File: src/rtl/mp_add_seq.sv
// mp_add_seq: multi-precision add/subtract sequencer around one shared N-bit adder.
// Walks the operands LSB slice first and chains the carry from slice to slice.
// Handshake: the operand is accepted in IDLE, the result is held in DONE until
// the consumer takes it.
module mp_add_seq #(
    parameter int unsigned N = 8,
    parameter int unsigned K = 4
) (
    input  logic             clk,
    input  logic             rst_n,
    input  logic             in_valid,
    output logic             in_ready,
    input  logic [N*K-1:0]   in_a,
    input  logic [N*K-1:0]   in_b,
    input  logic             in_ci,
    input  logic             in_sub,
    output logic [N-1:0]     add_a,
    output logic [N-1:0]     add_b,
    output logic             add_ci,
    input  logic [N-1:0]     add_s,
    input  logic             add_co,
    output logic             out_valid,
    input  logic             out_ready,
    output logic [N*K-1:0]   out_sum,
    output logic             out_co,
    output logic             out_ovf
);

    localparam int unsigned W  = N * K;
    localparam int unsigned IW = (K > 1) ? $clog2(K) : 1;
    localparam logic [IW-1:0] LAST = IW'(K - 1);

    typedef enum logic [1:0] {
        IDLE = 2'd0,
        RUN  = 2'd1,
        DONE = 2'd2
    } state_t;

    state_t          state;
    logic [IW-1:0]   idx;
    logic [W-1:0]    a_sh;
    logic [W-1:0]    b_sh;
    logic            a_msb;
    logic            b_msb;
    logic [W-1:0]    b_eff_c;

    // Subtraction feeds the one's complement of B; the +1 comes in as the first carry.
    assign b_eff_c = in_sub ? ~in_b : in_b;

    // Sequencer: adder inputs are registered one slice ahead, so add_ci is the chained carry.
    always_ff @(posedge clk or negedge rst_n) begin
        if (!rst_n) begin
            state     <= IDLE;
            idx       <= '0;
            a_sh      <= '0;
            b_sh      <= '0;
            a_msb     <= 1'b0;
            b_msb     <= 1'b0;
            in_ready  <= 1'b1;
            add_a     <= '0;
            add_b     <= '0;
            add_ci    <= 1'b0;
            out_valid <= 1'b0;
            out_sum   <= '0;
            out_co    <= 1'b0;
            out_ovf   <= 1'b0;
        end else begin
            case (state)
                IDLE: begin
                    if (in_valid) begin
                        add_a    <= in_a[N-1:0];
                        add_b    <= b_eff_c[N-1:0];
                        add_ci   <= in_sub | in_ci;
                        a_sh     <= in_a >> N;
                        b_sh     <= b_eff_c >> N;
                        a_msb    <= in_a[W-1];
                        b_msb    <= b_eff_c[W-1];
                        idx      <= '0;
                        out_sum  <= '0;
                        out_co   <= 1'b0;
                        out_ovf  <= 1'b0;
                        in_ready <= 1'b0;
                        state    <= RUN;
                    end
                end
                RUN: begin
                    out_sum[int'(idx)*N +: N] <= add_s;
                    if (idx == LAST) begin
                        add_a     <= '0;
                        add_b     <= '0;
                        add_ci    <= 1'b0;
                        out_co    <= add_co;
                        out_ovf   <= (a_msb == b_msb) && (add_s[N-1] != a_msb);
                        out_valid <= 1'b1;
                        state     <= DONE;
                    end else begin
                        add_a  <= a_sh[N-1:0];
                        add_b  <= b_sh[N-1:0];
                        add_ci <= add_co;
                        a_sh   <= a_sh >> N;
                        b_sh   <= b_sh >> N;
                        idx    <= idx + 1'b1;
                    end
                end
                DONE: begin
                    if (out_ready) begin
                        out_valid <= 1'b0;
                        in_ready  <= 1'b1;
                        state     <= IDLE;
                    end
                end
                default: begin
                    state <= IDLE;
                end
            endcase
        end
    end

endmodule

File: config.mk
export PLATFORM = sky130hd
export DESIGN_NAME = mp_add_seq
export DESIGN_NICKNAME = d
export VERILOG_FILES = /design/src/rtl/mp_add_seq.sv
export SDC_FILE = /design/constraint.sdc
export NUM_CORES = 1
export LEC_CHECK = 0
export ABC_AREA = 1
export CORE_ASPECT_RATIO = 1.4
export CORE_MARGIN = 5
export CORE_UTILIZATION = 40
export DETAILED_ROUTE_END_ITERATION = 8
export MAX_ROUTING_LAYER = met4
export PLACE_DENSITY = 0.67
export SYNTH_ARGS = -nofsm -noshare
export SYNTH_HDL_FRONTEND = slang
export SYNTH_SLANG_ARGS = --single-unit
File: constraint.sdc
create_clock -name clk -period 2.34 [get_ports clk]
set_clock_uncertainty 0.15 [all_clocks]
set_input_delay 0.468 -clock clk [delete_from_list [all_inputs] [get_ports clk]]
set_output_delay 0.468 -clock clk [all_outputs]
set_load 0.005 [all_outputs]
## After elaboration in Yosys (flattened, before gate mapping)

Cells that the tools add are included.

| storage, ports and cells | value |
|---|---|
| output and inout port bits | 53 |
| input bits | 79 |
| flip-flop bits (word level) | 123 |
| word-level logic and storage cells | 77 |

| operators by class | value |
|---|---|
| shifts and indexed selects | 2 |
| bitwise gates (word level) | 2 |
| equal/unequal tests | 9 |
| $add $sub $neg | 2 |
| muxes and demuxes | 36 |
| reductions and logical operators | 12 |

Operators by type and width:

| operator | number |
|---|---|
| $mux 32 | 6 |
| $pmux 32 s2 | 3 |
| $neg 5->34 | 1 |
| $shift 8x34->32 const A | 1 |
| $shiftx 8x34->32 | 1 |
| $bwmux 32 | 1 |
| $mux 8 | 4 |
| $not 32->32 | 1 |
| $pmux 8 s2 | 2 |
| $reduce_and 3->1 | 5 |
| $mux 2 | 5 |
| $pmux 1 s2 | 5 |
| $mux 1 | 8 |
| $ne 2x2->1 const B | 4 |
| $pmux 2 s3 | 1 |
| $reduce_bool 2->1 | 3 |
| $eq 2x2->1 const B | 2 |
| $pmux 2 s2 | 1 |
| $reduce_and 2->1 | 2 |
| $add 2x1->2 const B | 1 |
| $eq 2x1->1 const B | 1 |
| $logic_not 2->1 | 1 |
| $eq 1x1->1 | 1 |
| $logic_and 1x1->1 | 1 |
| 2 further kinds | 2 |

## Logic depth before layout (Yosys ltp)

Gate-level depths: netlist (run 1).

| depth | value |
|---|---|
| depth after elaboration | 4 |
| mapped depth | 8 |
| mapped depth without buffers | 7 |

## Least setup slack after synthesis (run 1)

No wires, ideal clock.

| path | value |
|---|---|
| path type | flip-flop to flip-flop |
| from | register idx[0] |
| to | register out_sum[0] |
| slack | 0.697 ns |
| path buffers | 0 |
| arrival | 1.428 ns |
| period minus slack after synthesis | 1.643 ns |
| stages on the path, launching flop included | 8 |
| library setup time | 0.065 ns |
| required time | 2.125 ns |
| cells stage by stage | dfrtp_1 -> inv_1 -> ha_1 -> inv_1 -> nand2_1 -> nor2_2 -> nand2_1 -> nand2_1 |

| on the way | value |
|---|---|
| cells in the longest elaborated chain, start to end | 4 |
| elaborated cells on any way between the ends | 5 |
| those cells by class | add/sub: 1; shift: 2; mux: 2 |

RTL lines:

| element | line | text |
|---|---|---|
| start, declared | 40 | `logic [IW-1:0] idx;` |
| start signal, assigned | 102 | `idx <= idx + 1'b1;` |
| $neg 5->34 (*) | 87 | `out_sum[int'(idx)*N +: N] <= add_s;` |
| $shiftx 8x34->32 or $shift 8x34->32 (tied branches) | 87 |  |
| $bwmux 32 (*) | 87 |  |
| $pmux 32 s2 (*) | 68 | `case (state)` |
| end signal, assigned by index | 87 |  |
| end, declared | 24 | `output logic [N*K-1:0] out_sum,` |

Every way passes the cells marked *; elsewhere a longest branch is shown, timed or not.
A chain may end at the register's enable or synchronous reset.

## Final worst setup path (run 1)

| path | value |
|---|---|
| from | register idx[1] |
| to | register b_sh[13] |

| on the way | value |
|---|---|
| cells in the longest elaborated chain, start to end | 3 |

RTL lines:

| element | line | text |
|---|---|---|
| $eq 2x2->1 | 88 | `if (idx == LAST) begin` |
| $ne 2x2->1 (no source line) | - |  |
| $reduce_and 3->1 (no source line) | - |  |
| end signal, assigned | 75 | `b_sh <= b_eff_c >> N;` |
| end signal, assigned | 101 | `b_sh <= b_sh >> N;` |
| end, declared | 42 | `logic [W-1:0] b_sh;` |

Every way passes these cells.

==> results.toml, run 1 <==
[grt]
grt_pass1_vias = 4881
grt_max_degree = 48
antenna_found_initial = 0
track_usage_pct = 18.7
grt_pass1_wl_um = 23300
overflow = 0

[synthesis]
syn_area_per_cell_um2 = 7.59
synth_compound_area_share_pct = 3.75
synth_edf_count = 0
synth_xor_area_share_pct = 1.30
syn_area_um2 = 5410
async_reset_ff_share_pct = 100
yosys.area.top_type = "dfrtp_1"
yosysMostFrequentCell = "nand2_1"
synth_top_family_by_area = "simple AND/OR/NAND/NOR gates"
yosysTopAreaCellShare_pct = 49.1
synth_top_cells_by_count = "nand2_1, dfrtp_1, nand3_1"
syn_inst = 712
yosys_most_used_dff = "dfrtp_1"
synth.ff_latch_count = 107
synthMuxAreaShare_pct = 0
synth-simple-area-share_pct = 36.2
yosys_warnings = 0
syn-num-nets = 797
synth.area.top_cells = "dfrtp_1, nand2_1, nand3_1"
synth-adder-area-share_pct = 1.39
yosysUniqueCellTypes = 27
yosysSeqAreaShare_pct = 49.5

[power]
p_leak_nw = 3.75
seqPwrFrac_pct = 34.4
p_sw_share_pct = 39.5
p_switching_mw = 3.39
clock_power_share_pct = 19.1
combPwrFrac_pct = 46.6
p_int_mw = 5.20
powerDensity_nw_per_um2 = 1190
peakVddDrop_mv = 0.447

[drt]
drt_iter0_drc = 312
dr.pass1.iters = 5
vias = 4872
viasPerCell = 4.76
wl_per_cell_um = 13.7
wl_um = 14100
ant_nets = 0
drc = 0

[final_layout]
register_area_um2 = 2680
fillers = 1294
diodes = 0
fin_area_um2 = 7240
layout-drive-gt1-share_pct = 7.84
layout.nets = 922
area_delta_synth_final_pct = 33.9
multi_input_area_um2 = 2310
instances_no_fill = 1024

[die]
ios = 132
die_y_um = 148
die_x_um = 108
fp.dieArea_um2 = 16000
core_um2 = 13300
rows = 50
start_util_pct = 40.6

[timing]
period_minus_slack_ps = 2020
min_period_over_period_pct = 86.4
relSlewSlack_pct = 55.6
tns_ps = 0
tightest_slew_ps = 664
fin_hold_ws_ps = -0.547
finalHoldViolCount = 1
fmax_mhz = 495
maxSlewViolCount = 0
setup-violations-final = 0
rsz0062_at_grt = "no"

[cts]
clock-sinks = 107
clock_latency_ps = 340
tritoncts = "done"
root_buffer = "clkbuf_16"
clk_pin_slew_worst_paths_ps = 70
post_cts_buffers = 0
cts_resized = 0
cts_buffers = 9
ctsHoldBuffers = 0
htree_levels = 3
clk_path_buf_depth = 2

[setup_path]
cp_cell_sequence = "ha_1 > inv_2 > nand3_1 > nand2_2 > inv_2 > nand2_1 > nand2_1"
required_ps = 2460
start_kind = "register"
path_max_fanout = 40
cp_data_arrival_time_ps = 2140
slowest_stage = "inv_2"
end_kind = "register"
critPathKind = "reg2reg"
critical_path.max_stage_delay_ps = 490

[placement]
gp_congestion = 0.889
dp_cells = 1008
dp_hpwl_um = 10500
io_buffers = 131
post_dp_cell_area_um2 = 6910

[hold_path]
hold_class = "in2async"

[job]
maxCapViolations = 0

[outcome]
violations = "negative hold slack"
status = "complete, but fails checks"
-- registers in the layout, indices dropped and copies added (netlist names) --
name,count
b_sh,24
a_sh,24
state,2
add_ci,1
add_a,8
b_msb,1
out_valid,1
out_co,1
idx,2
add_b,8
out_ovf,1
in_ready,1
out_sum,32
a_msb,1
-- per-layer routing --
metal | vias up | track usage [%] | wire length (µm)
met2 | 138 | 31.7 | 7320
met1 | 2253 | 22.5 | 5820
met3 | 23 | 2.45 | 602
met4 | 0 | 7.45 | 335
met5 | - | - | 0
li1 | 2458 | - | -
-- stage by stage --
stage                     utilization [%]  total power, mW  setup slack (ps)
final                                54.3             8.59               319
after global routing                 54.3             9.35               141
after CTS                            54.3             8.69               297
after detailed placement             51.8             7.02               245
after global placement               51.8             6.91               295
after floorplan                         -             5.59               697
-- final cells by class --
class                      instances  share of cell area, %
sequential                       107                   37.0
multi-input combinational        513                   31.9
timing repair buffer             145                   20.2
clock buffer                      12                   3.54
inverter                          61                   3.16
tap                              182                   3.15
clock inverter                     4                   1.02
-- power groups by stage --
stage / combinational [mW] / clock, mW / sequential (mW)
floorplan: 2.68 / 0 / 2.91
global placement: 3.94 / 0 / 2.97
detailed placement: 4.03 / 0 / 2.99
CTS: 4.05 / 1.69 / 2.95
global route: 4.55 / 1.76 / 3.03
finish: 4.00 / 1.64 / 2.95
-- worst max-delay path: cells and delay by family (launching register included) --
| family | cells | cell delay, ps |
|---|---|---|
| adder cells (fa/ha/maj) | 1 | 310 |
| flip-flops | 1 | 430 |
| AND/OR/NAND/NOR | 4 | 410 |
| buffers and inverters | 2 | 640 |
-- final timing paths --
check                                           from                   end  slack, ps  depth (start not counted)
worst max-delay path              idx[1]$_DFFE_PN0P_  b_sh[13]$_DFFE_PN0P_        320                          7
worst min-delay path                           rst_n  a_sh[17]$_DFFE_PN0P_       -0.5                          1
worst max register to register    idx[1]$_DFFE_PN0P_  b_sh[13]$_DFFE_PN0P_        320                          7
worst min register to register  in_ready$_DFFE_PN1P_  in_ready$_DFFE_PN1P_        310                          2
max in group asynchronous                      rst_n  in_ready$_DFFE_PN1P_       1370                          2
min in group clk                in_ready$_DFFE_PN1P_  in_ready$_DFFE_PN1P_        310                          2
-- placed cells by master, fill, tap and decap left out, types with 4 or more instances in the layout --
cell / Yosys / routed
nor2_1: 21 / 21
dfrtp_1: 106 / 106
inv_1: 56 / 56
nand2_2: 5 / 4
ha_1: 6 / 6
o21ai_1: 8 / 8
clkdlybuf4s50_1: 0 / 130
buf_12: 0 / 4
nand4_1: 4 / 4
nand2_1: 318 / 318
a21oi_1: 9 / 9
buf_4: 2 / 11
o21ai_0: 22 / 22
or2_2: 15 / 15
clkbuf_16: 0 / 9
inv_2: 5 / 5
xor2_1: 8 / 8
nand3_1: 86 / 86
-- kinds of logic (layout without fill, tap and decap cells) --
kind of cell,count (synthesis),count (layout)
buf+inv,92,222
simple gates,459,459
xor+xnor,8,8
fa+ha+maj,6,6
flops,107,107
compound gates,40,40
Note: power is estimated with default switching activity, not from simulation.
==> run 2, diff against run 1 <==
CORE_MARGIN = unset   (was 5)
clock period = 1.9 ns   (was 2.34 ns; I/O delays follow)
==> run 2 against run 1 <==
- the run now ends clean
- worst setup slack got worse by 210 ps
- sequential share of layout area decreased by 0.59 points
- via count increased by 2.0%
- sequential power increased by 23%
- largest power group unchanged
==> results.toml, run 2 (synthesis results as in run 1) <==
[outcome]
status = "completed"

[setup_path]
end_kind = "output pin"
critPathKind = "reg2out"
required_ps = 1370
reg2reg_slack_ps = 180
rr_worst_depth = 7
cp_data_arrival_time_ps = 1260
r2r-start = "idx[1]$_DFFE_PN0P_"
path_max_fanout = 2
slowest_stage = "clkdlybuf4s50_1"
path_buf_inv = 1
cpLargestDelayFamily = "buffers and inverters"
rr_endpoint = "b_sh[9]$_DFFE_PN0P_"
start_kind = "register"
critical_path.max_stage_delay_ps = 520
cp_cell_sequence = "clkdlybuf4s50_1"

[drt]
wl_per_cell_um = 13.2
wl_um = 13600
viasPerCell = 4.84
drc = 0
vias = 4971
drt_iter0_drc = 187
ant_nets = 0
dr.pass1.iters = 5

[placement]
gp_congestion = 0.870
dp_hpwl_um = 9940
io_buffers = 131
dp_slack_ps = -95.6
post_dp_cell_area_um2 = 7010

[timing]
fmax_mhz = 560
finalHoldViolCount = 0
min_period_over_period_pct = 94.0
fin_hold_ws_ps = 311
fin_ws_ps = 114
period_minus_slack_ps = 1790
tightest_slew_ps = 411
rsz0062_at_grt = "no"
setup-violations-final = 0
maxSlewViolCount = 0
tns_ps = 0
relSlewSlack_pct = 72.6

[die]
die_y_um = 140
die_x_um = 100
start_util_pct = 41.6
rows = 49
fp.dieArea_um2 = 14000
ios = 132
core_um2 = 13000

[final_layout]
largest_register = "out_sum"
final_common_cell = "nand2_1"
layout_common_cells = "nand2_1, clkdlybuf4s50_1, dfrtp_1"
area_delta_synth_final_pct = 36.1
fin_area_um2 = 7360
diodes = 0
post-route-util_pct = 56.6
largest_reg_flops = 32
layout-drive-gt1-share_pct = 8.59
reg.largest.list = "out_sum: 32 flops, a_sh: 24 flops, b_sh: 24 flops"
layout.nets = 930

[power]
p_leak_nw = 3.81
peakVddDrop_mv = 0.666
powerDensity_nw_per_um2 = 1470

[cts]
cts_buffers = 9
root_buffer = "clkbuf_16"
clock-sinks = 107
clock_latency_ps = 350
post_cts_buffers = 0
htree_levels = 3
clk_pin_slew_worst_paths_ps = 70
tritoncts = "done"
clk_path_buf_depth = 2

[grt]
antenna_found_initial = 0
grt_pass1_wl_um = 22500
grt_pass1_vias = 4701
track_usage_pct = 20.9
overflow = 0
grt_max_degree = 52

[job]
maxCapViolations = 0

[hold_path]
hold_depth = 2
holdPathEnd = "in_ready$_DFFE_PN1P_"
hold_class = "reg2reg"
hold_start = "in_ready$_DFFE_PN1P_"
==> run 2: how the worst max path moves through the flow <==
stage	slack (ps)	start	cells past startpoint	end
finish	110	add_b[0]$_DFFE_PN0P_	1	add_b[0]
global route	8	idx[0]$_DFFE_PN0P_	6	out_sum[24]$_DFFE_PN0P_
CTS	30	idx[1]$_DFFE_PN0P_	7	b_sh[7]$_DFFE_PN0P_
detailed placement	-100	in_valid	6	b_sh[5]$_DFFE_PN0P_
global placement	-60	in_valid	6	b_sh[0]$_DFFE_PN0P_
floorplan	260	idx[0]$_DFFE_PN0P_	7	out_sum[0]$_DFFE_PN0P_
==> run 2: what timing repair did <==
action                                 CTS  global route
pin swaps                                0             0
hold buffers                             1             0
setup endpoints to repair                1            40
endpoints found under the hold margin   24             0
gates resized for setup                  1             2
==> run 2: through the flow <==
| step | cells | power [mW] |
|---|---|---|
| finish | 1028 | 10.8 |
| global placement | 1011 | 8.64 |
| CTS | 1028 | 10.9 |
| floorplan | 712 | 6.88 |
| detailed placement | 1011 | 8.79 |
| global route | 1028 | 11.7 |
==> run 2: per-layer routing <==
layer  part of all wire (%)  routed length [µm]  global-route usage, %  vias up
met4                    2.0                 277                   7.40        0
met2                     52                7100                   35.5      143
met3                    4.0                 539                   3.31       22
met5                      0                   0                      -        -
met1                     42                5670                   24.8     2336
li1                       -                   -                      -     2470
==> run 2: where the power goes <==
part           leakage [nW]  switching [mW]  internal, mW  total (mW)
clock network         0.166           0.800          1.27        2.07
logic                  2.26            2.95          2.15        5.10
registers              1.38           0.482          3.16        3.64
total                  3.81            4.24          6.57        10.8
==> run 2: area by class of cell <==
| class | instances | area [µm²] |
|---|---|---|
| clock buffers | 13 | 270 |
| clock inverters | 3 | 68.8 |
| fillers | 1254 | 5640 |
| inverters | 61 | 231 |
| multi-input cells | 513 | 2310 |
| flip-flops and latches | 107 | 2680 |
| well taps | 178 | 223 |
| repair buffers | 153 | 1580 |
==> run 3, diff against run 2 <==
PLACE_DENSITY = 0.68   (was 0.67)
clock period = 1.94 ns   (was 1.9 ns; I/O delays follow)
==> run 3 against run 2 <==
- final cell count did not move
- worst setup slack improved by 34 ps
- critical path depth did not move
- worst hold slack got worse by 1.6 ps
- clock power fell by 11%
- global-route usage fell by 0.24 points
- via count fell by 1.1%
- wire length fell by 1.5%
- count of clock-buffer cells in the layout fell by 1
- sequential power fell by 2%
- non-clock buffer count did not move
- critical path type unchanged
- largest cell class unchanged
- largest power group unchanged
- highest routed layer unchanged
==> results.toml, run 3 (synthesis results as in run 1) <==
[setup_path]
critPathKind = "reg2out"
reg2reg_slack_ps = 190
slowest_stage = "clkdlybuf4s50_1"
rr_endpoint = "out_sum[13]$_DFFE_PN0P_"
cp_cell_sequence = "clkdlybuf4s50_1"
critical_path.max_stage_delay_ps = 540
start_kind = "register"
path_max_fanout = 2
cpLargestDelayFamily = "buffers and inverters"
path_buf_inv = 1
required_ps = 1400
r2r-start = "idx[1]$_DFFE_PN0P_"
cp_data_arrival_time_ps = 1250
end_kind = "output pin"
rr_worst_depth = 6

[grt]
overflow = 0
busiest_layer = "met2"
grtUsageMet2_pct = 36.6
grt_pass1_wl_um = 22200
antenna_found_initial = 0
gr-usage-met1_pct = 23.7
grt_pass1_vias = 4862
grt.met3_usage_pct = 2.51
track_usage_pct = 20.6
grt_max_degree = 49

[die]
core_um2 = 13000
die_x_um = 100
rows = 49
fp.dieArea_um2 = 14000
ios = 132
start_util_pct = 41.6
die_y_um = 140

[drt]
drc = 0
dr.pass1.iters = 6
wl_um = 13400
wl_per_cell_um = 13.0
drt_iter0_drc = 218
vias = 4918
ant_nets = 0
viasPerCell = 4.78

[placement]
dp_hpwl_um = 9960
gp_congestion = 0.916
io_buffers = 131

[final_layout]
area_delta_synth_final_pct = 35.1
diodes = 0
final_common_cell = "nand2_1"
layout_common_cells = "nand2_1, clkdlybuf4s50_1, dfrtp_1"
multi_input_area_um2 = 2310
layout.nets = 930
largest_register = "out_sum"
reg.largest.list = "out_sum: 32 flops, a_sh: 24 flops, b_sh: 24 flops"
post-route-util_pct = 56.2
fillers = 1227
layout-drive-gt1-share_pct = 8.59
register_area_um2 = 2680
largest_reg_flops = 32

[cts]
clk_pin_slew_worst_paths_ps = 70
cts_buffers = 9
clk_path_buf_depth = 2
root_buffer = "clkbuf_16"
clock-sinks = 107
htree_levels = 3
tritoncts = "done"
clock_latency_ps = 340

[timing]
rsz0062_at_grt = "no"
relSlewSlack_pct = 64.3
maxSlewViolCount = 0
setup-violations-final = 0
tns_ps = 0
finalHoldViolCount = 0
fmax_mhz = 558
period_minus_slack_ps = 1790
min_period_over_period_pct = 92.3
tightest_slew_ps = 533

[power]
powerDensity_nw_per_um2 = 1410
peakVddDrop_mv = 0.690
p_leak_nw = 3.80
power_mw = 10.3

[hold_path]
hold_start = "in_ready$_DFFE_PN1P_"
hold_class = "reg2reg"
hold_depth = 2
holdPathEnd = "in_ready$_DFFE_PN1P_"

[outcome]
status = "completed"

[job]
maxCapViolations = 0
-- run 3: worst max path at each step --
stage,depth (start not counted),to,slack (ps),from
floorplan,7,out_sum[0]$_DFFE_PN0P_,300,idx[0]$_DFFE_PN0P_
finish,1,add_a[4],150,add_a[4]$_DFFE_PN0P_
global route,7,b_sh[17]$_DFFE_PN0P_,60,idx[1]$_DFFE_PN0P_
CTS,1,in_ready,20,in_ready$_DFFE_PN1P_
detailed placement,6,a_sh[17]$_DFFE_PN0P_,-140,in_valid
global placement,6,out_sum[31]$_DFFE_PN0P_,-90,in_valid
-- run 3: what timing repair did --
| action | in CTS | in global routing |
|---|---|---|
| endpoints found under the hold margin | 26 | 0 |
| setup buffers | 0 | 0 |
| endpoints found under the setup margin | 0 | 42 |
| resized for setup | 0 | 4 |
| hold buffers | 1 | 0 |
-- run 3: where the power goes --
| part | switching, mW | total, mW | internal [mW] | leakage, nW |
|---|---|---|---|---|
| combinational | 2.85 | 4.94 | 2.08 | 2.27 |
| sequential | 0.465 | 3.56 | 3.09 | 1.38 |
| clock | 0.767 | 1.84 | 1.07 | 0.153 |
-- run 3: routing by layer --
layer / up-vias / wire length (µm)
met5: - / 0
met4: 0 / 281
met3: 20 / 447
met2: 132 / 7090
met1: 2298 / 5570
li1: 2468 / -
-- run 3: layout make-up --
cell class / count / share of cell area (%)
tap: 178 / 3.05
clock buffer: 12 / 3.51
multi-input combinational: 513 / 31.6
clock inverter: 4 / 0.668
timing repair buffer: 153 / 21.3
sequential: 107 / 36.7
inverter: 61 / 3.17
-- run 3: through the flow --
step	std cells	setup slack [ps]	hold slack (ps)	cell area, µm²
6_report	1028	149	310	7300
5_1_grt	1028	57.7	329	7300
4_1_cts	1028	19.2	315	7290
3_5_place_dp	1011	-137	199	6980
3_3_place_gp	1011	-85.5	192	6980
2_1_floorplan	712	297	-57.6	5410
